File: src/rtl/unlock_key_checker_lockout_timer.sv
// Down-counter for the failed-attempt lockout; busy spans exactly CYCLES cycles after load.
module lockout_timer #(
    parameter int CYCLES = 1024,
    localparam int CNT_W = $clog2(CYCLES + 1)
) (
    input  logic clk,
    input  logic resetn,
    input  logic load,
    output logic busy,
    output logic done
);

    logic [CNT_W-1:0] count;

    always_ff @(posedge clk or negedge resetn) begin
        if (!resetn) begin
            count <= '0;
            busy  <= 1'b0;
        end else if (load) begin
            count <= CNT_W'(CYCLES - 1);
            busy  <= 1'b1;
        end else if (busy) begin
            if (count == '0) begin
                busy <= 1'b0;
            end else begin
                count <= count - 1'b1;
            end
        end
    end

    assign done = busy && (count == '0);

endmodule

File: config.mk
export PLATFORM = sky130hd
export DESIGN_NAME = lockout_timer
export DESIGN_NICKNAME = d
export VERILOG_FILES = /design/src/rtl/unlock_key_checker_lockout_timer.sv
export SDC_FILE = /design/constraint.sdc
export NUM_CORES = 1
export LEC_CHECK = 0
export CAP_MARGIN = 20
export CORE_MARGIN = 1.5
export CORE_UTILIZATION = 53
export CTS_BUF_LIST = sky130_fd_sc_hd__clkbuf_4
export CTS_CLUSTER_DIAMETER = 120
export CTS_CLUSTER_SIZE = 40
export DETAILED_ROUTE_END_ITERATION = 8
export PLACE_DENSITY = 0.76
export REMOVE_ABC_BUFFERS = 1
export SKIP_LAST_GASP = 1
export SYNTH_ARGS = -nofsm -noshare
export SYNTH_HDL_FRONTEND = slang
export SYNTH_SLANG_ARGS = --single-unit
File: constraint.sdc
create_clock -name clk -period 2 [get_ports clk]
set_clock_uncertainty 0.2 [all_clocks]
set_input_delay 0.4 -clock clk [delete_from_list [all_inputs] [get_ports clk]]
set_output_delay 0.4 -clock clk [all_outputs]
set_load 0.005 [all_outputs]
==> metrics.md, run 1 <==
| Metric | Value |
|---|---|
| Crit path max fanout | `2` |
| Ant. Diodes | `0` |
| Slowest cell delay on critical path | `between 0.4 and 0.5 ns` |
| Synth Area in XOR/XNOR | `0` |
| Drt first pass iters | `4` |
| Mapped cell area | `729 sq um` |
| Clock Tree Buf Depth | `2` |
| Final WL | `2.05 mm` |
| Cts hold-fix bufs | `0` |
| Vias/cell | `6.77` |
| Setup violations, final | `2` |
| Worst setup margin | `-0.0401 ns` |
| Cell family with most CP delay | `simple AND/OR/NAND/NOR gates` |
| Seq/Total Area, Yosys | `0.412` |
| Vias in the first global route | `703` |
| Post-DP HPWL | `1.38 mm` |
| DRC Markers | `0` |
| Pwr Total | `589 uW` |
| Die H | `40.1 um` |
| Worst Hold Class | `in2async` |
| Grt ovf | `0` |
| TNS Setup | `-0.0659 ns` |
| Crit path kind | `reg2out` |
| GPL Wtd Cong | `0.821` |
| Max-slew violations | `0` |
| Simple-gate share of the synthesized area | `0.288` |
| CP arrival | `1.44 ns` |
| Final hold vios | `0` |
| Worst EP required | `1.40 ns` |
| Max transition margin | `0.607` |
| Core ar. | `around 0.0013 sq mm` |
| Yosys cell types | `33` |
| Buf/Inv on CP | `1` |
| Post-synth EDFFs | `0` |
| Per-cell routed wire length | `around 18 um` |
| Initial Util | `0.568` |
| GR Util All Layers | `0.315` |
| Max-Cap Viols | `0` |
| Htree depth | `1` |
| Top_reg_cell synth | `dfrtp_1` |
| Leak Pwr | `between 0.3 and 0.4 nW` |
| Post-Synth Adder-Cell Area | `0.0172` |
| FF+latch count, synth | `12` |
| Final Non-Filler Cells | `116` |
| Die Wd | `40.1 um` |
| Final period utilization | `1.02` |
| Slowest stage cell on the critical path | `dfrtp_1` |
| Async SR Flop Fraction | `1.00` |
| Syn avg cell area | `9.35 sq um` |
| Post-synthesis mux area share | `0.0274` |
| Worst skew pair latency | `between 0.2 and 0.3 ns` |
| CP startpoint kind | `flip-flop` |
| Synth Warn # | `0` |
| PwrDens | `580 mW/mm^2` |
| Area Growth Syn to Fin | `39.3%` |
| Dpl cells | `111` |
| Post-route ant nets | `0` |
| I/O pin cnt | `5` |
| Mapped Cells | `78` |
| Clock Tree Root | `clkbuf_4` |
| Max Fclk | `0.490 GHz` |
| Worst Tran Pin Value | `0.587 ns` |
| Vias | `785` |
| CTS Sinks | `12` |
| Post-synthesis compound-gate area fraction | `0.216` |
| R2R Setup Slk | `-0.03 ns` |
| Largest family of logic cells by synthesized area | `simple AND/OR/NAND/NOR gates` |
| Die ar. | `0.00161 sq mm` |
| Pin count of the biggest net entering global routing | `13` |
| Final min period | `just over 2 ns` |
| RSZ-0062 raised after global routing | `yes` |
| DR iter-0 viols | `44` |
| TritonCTS clock tree | `done` |
| Crit. End Element | `output pin` |
| Worst vdd ir | `0.511 mV` |
| CTS Buf Count | `3` |
| Layout cells sized above 1 | `0.366` |
| Global-route wire length before repair | `approximately 3.2 mm` |
| Clock slew at reported path FFs | `0.09 ns` |
| Ordered cell list for the critical path | `nor4_4, nand2_1, nor4_2, buf_2` |
| Row cnt | `13` |
| Initial antenna violation count | `0` |
| Nets@finish | `106` |
| Port bufs | `4` |
| Status | `finished with violations` |
| Failing checks | `setup timing` |
-- Yosys cell counts, types with 2 or more instances --
master,count,share of area
or2_2,2,0.017
dfrtp_1,12,0.41
o211ai_1,3,0.031
a211oi_1,4,0.041
or4_1,2,0.021
nor4_1,4,0.034
or4b_2,2,0.027
nor3_1,4,0.027
nor4b_1,2,0.024
nor2b_1,2,0.017
o31ai_1,2,0.021
clkbuf_1,2,0.010
nand2_1,3,0.015
a21oi_1,3,0.021
inv_1,3,0.015
nand3b_1,3,0.031
nor2_1,8,0.041
mux2i_1,2,0.027
-- logic make-up (layout without fill, tap and decap cells) --
logic type / count (synthesis) / after routing
flip-flops: 12 / 12
AND/OR/NAND/NOR: 35 / 35
multiplexers: 2 / 2
buffers and inverters: 7 / 30
adder cells (fa/ha/maj): 1 / 1
AO/OA/AOI/OAI: 21 / 21
-- registers in the layout (all words and copies together), names as in the netlist --
name,cells
count,11
busy,1
-- where the power goes --
group	total [mW]	switching, mW	internal (mW)	leakage, nW
logic	0.149	0.0749	0.0738	0.245
clock network	0.161	0.0883	0.0724	0.0154
registers	0.280	0.0171	0.263	0.117
total	0.589	0.180	0.409	0.377
-- cell usage in the layout (no fill, tap or decap), types with 2 or more instances in the layout --
cell              n
clkdlybuf4s50_1   3
a211oi_1          4
nand3b_1          3
or4b_4            2
nand2_1           3
or2_2             2
a21oi_1           3
mux2i_1           2
nor4b_1           2
nor4_4            2
dfrtp_1          12
buf_6             2
clkbuf_4          3
nor2b_1           2
nor2_1            7
nor3_1            4
buf_4            17
inv_1             3
o211ai_1          3
-- area by class of cell --
cell class	instances	area [sq um]
multi-input cells	59	474
well taps	15	18.8
repair buffers	23	185
inverters	3	11.3
fillers	83	269
flip-flops and latches	12	300
clock inverters	1	3.75
clock buffers	3	22.5
-- per-layer routing --
layer	share of wire	GRT usage	up-vias
li1	-	-	355
met4	0.017	0.155	0
met3	0.062	0.0333	4
met1	0.43	0.410	389
met5	0	0	-
met2	0.49	0.516	37
-- what timing repair did --
action,in CTS,in global routing
pin swaps,3,4
endpoints found under the setup margin,5,6
buffers inserted,1,0
resized for setup,10,9
-- path summary, 6_finish.rpt --
check | cells after the start | end | start
worst max-delay path | 4 | done | count[3]$_DFFE_PN0P_
worst min-delay path | 1 | count[7]$_DFFE_PN0P_ | resetn
worst max register to register | 4 | count[8]$_DFFE_PN0P_ | count[5]$_DFFE_PN0P_
worst min register to register | 1 | count[2]$_DFFE_PN0P_ | count[2]$_DFFE_PN0P_
max in group asynchronous | 1 | busy$_DFF_PN0_ | resetn
min in group clk | 1 | count[2]$_DFFE_PN0P_ | count[2]$_DFFE_PN0P_
-- per-stage QoR --
stage	utilization	worst slack, ns	instance area, sq um	hold slack (ns)
final	0.791	-0.0401	1020	0.285
after global routing	0.791	-0.0976	1020	0.330
after floorplan	-	-0.0562	712	-0.0956
after detailed placement	0.705	-0.261	906	0.374
after global placement	0.705	-0.191	906	0.356
after CTS	0.763	-0.134	981	0.294
(Power assumes the default switching activity.)
==> run 2: changes to the inputs <==
--- a/config.mk
+++ b/config.mk
@@ -12,6 +12,7 @@
 export CTS_CLUSTER_DIAMETER = 120
 export CTS_CLUSTER_SIZE = 40
 export DETAILED_ROUTE_END_ITERATION = 8
+export MAX_ROUTING_LAYER = met4
 export PLACE_DENSITY = 0.76
 export REMOVE_ABC_BUFFERS = 1
 export SKIP_LAST_GASP = 1
==> run 2 against run 1 <==
The run still ends with setup timing left. Count of clock-buffer cells in the layout unchanged. Maximum frequency about the same. Sequential share of layout area unchanged. Total power decreased by 0.11%. Clock power about the same. Non-clock buffer count unchanged. Combinational power about the same. Register-to-register slack about the same. Flip-flop and latch count unchanged.
==> metrics.md, run 2 (synthesized netlist as in run 1, its figures left out) <==
| Metric | Value |
|---|---|
| Die ar. | `around 0.0016 sq mm` |
| Die Wd | `40.1 um` |
| Pin count of the biggest net entering global routing | `13` |
| Layout cells sized above 1 | `0.366` |
| Drt first pass iters | `4` |
| CTS Buf Count | `3` |
| PwrDens | `579 mW/mm^2` |
| Worst vdd ir | `approximately 0.51 mV` |
| Largest regs | `count x11, busy x1` |
| Hold slack | `about 0.29 ns` |
| Nets@finish | `106` |
| Reg with most FFs | `count` |
| Crit path kind | `reg2out` |
| Worst setup margin | `-0.0404 ns` |
| TNS Setup | `-0.0656 ns` |
| Row cnt | `13` |
| P_int | `between 400 and 500 uW` |
| Worst Tran Pin Value | `roughly 0.6 ns` |
| Worst Hold Class | `in2async` |
| Vias in the first global route | `698` |
| Clock slew at reported path FFs | `0.09 ns` |
| Slowest stage cell on the critical path | `dfrtp_1` |
| Placed inst area | `906 sq um` |
| Worst skew pair latency | `0.28 ns` |
| Initial Util | `0.568` |
| Worst EP required | `between 1 and 1.5 ns` |
| Per-cell routed wire length | `17.7 um` |
| Crit. End Element | `output pin` |
| Cell family with most CP delay | `simple AND/OR/NAND/NOR gates` |
| Reg2reg start | `count[4]$_DFFE_PN0P_` |
| Pwr Total | `588 uW` |
| Initial antenna violation count | `0` |
| Max-slew violations | `0` |
| I/O pin cnt | `5` |
| RSZ-0062 raised after global routing | `yes` |
| Max-Cap Viols | `0` |
| CP startpoint kind | `flip-flop` |
| Max reg flops | `11` |
| Final hold vios | `0` |
| Ant. Diodes | `0` |
| R2R Setup Slk | `-0.03 ns` |
| Clock Tree Buf Depth | `2` |
| Vias | `762` |
| Clk pwr share | `0.270` |
| Slowest cell delay on critical path | `0.43 ns` |
| CTS Sinks | `12` |
| Commonest non-fill, non-tap cell in the layout | `buf_4` |
| Grt ovf | `0` |
| TritonCTS clock tree | `done` |
| Final WL | `2.05 mm` |
| Worst R2R End | `count[8]$_DFFE_PN0P_` |
| Final period utilization | `1.02` |
| Status | `finished with violations` |
| GR Util All Layers | `0.325` |
| Failing checks | `setup timing` |
| Max transition margin | `0.603` |
| Switching share of power | `0.305` |
| Cell depth of the worst flop-to-flop path | `4` |
| Port bufs | `4` |
| NetSw | `179 uW` |
| DRC Markers | `0` |
| Combinational share of power | `0.255` |
| Die H | `about 40 um` |
| GPL Wtd Cong | `~0.83` |
| Post-route cell area | `approximately 0.0010 sq mm` |
| Ordered cell list for the critical path | `nor4_4, nand2_1, nor4_2, buf_2` |
| Vias/cell | `6.57` |
| Leak Pwr | `0.377 nW` |
| Global-route wire length before repair | `3.22 mm` |
| Clock Tree Root | `clkbuf_4` |
| Cts hold-fix bufs | `0` |
| CP arrival | `approximately 1.4 ns` |
| Crit path max fanout | `2` |
| DR iter-0 viols | `29` |
| Setup violations, final | `2` |
| Area Growth Syn to Fin | `39.3%` |
| Max Fclk | `0.490 GHz` |
| Post-DP HPWL | `between 1 and 1.5 mm` |
| Final min period | `~2.0 ns` |
| Commonest non-fill, non-tap cells in the layout | `buf_4, dfrtp_1, nor2_1, nor3_1, a211oi_1` |
| Htree depth | `1` |
| Buf/Inv on CP | `1` |
| Core ar. | `0.00128 sq mm` |
| Post-route ant nets | `0` |
| Sequential power share | `0.475` |
## run 2: power groups by stage
stage / registers (mW) / logic [mW] / clock network [mW]
6_report: 0.280 / 0.150 / 0.159
5_1_grt: 0.283 / 0.163 / 0.166
4_1_cts: 0.280 / 0.143 / 0.158
3_5_place_dp: 0.282 / 0.138 / 0
3_3_place_gp: 0.282 / 0.132 / 0
2_1_floorplan: 0.287 / 0.0666 / 0
## run 2: area by class of cell
type                    instances  area [sq um]
clock inverters                 1          3.75
fillers                        83           269
flip-flops and latches         12           300
well taps                      15          18.8
clock buffers                   3          22.5
multi-input cells              59           474
inverters                       3          11.3
repair buffers                 23           185
## run 2: repair_timing
item	CTS	global route
pin swaps	3	4
setup buffers	1	0
gates resized for setup	10	9
cloned	0	0
setup endpoints to repair	5	6
## run 2: worst register-to-register path: stages, from the launching register on
cell and delay, ns:
dfrtp_1 0.43, buf_6 0.14, or4_4 0.59, or4_1 0.42, o211ai_1 0.17
## run 2: how the worst max path moves through the flow
stage	start	endpoint	depth (start not counted)
global placement	count[3]$_DFFE_PN0P_	done	4
finish	count[4]$_DFFE_PN0P_	done	4
global route	count[3]$_DFFE_PN0P_	done	4
detailed placement	count[3]$_DFFE_PN0P_	done	4
floorplan	count[3]$_DFFE_PN0P_	done	3
CTS	count[5]$_DFFE_PN0P_	done	4
## run 2: stage by stage
step	utilization	instances	setup slack (ns)
floorplan	-	74	-0.0562
global placement	0.705	111	-0.191
detailed placement	0.705	111	-0.261
CTS	0.763	116	-0.134
global route	0.791	116	-0.0974
finish	0.791	116	-0.0404
## run 2: per-layer routing
layer	routed length, um	up-vias	GRT usage
li1	-	354	-
met3	52	4	0.0333
met4	36	0	0.155
met5	0	-	-
met2	1010	23	0.524
met1	952	381	0.403
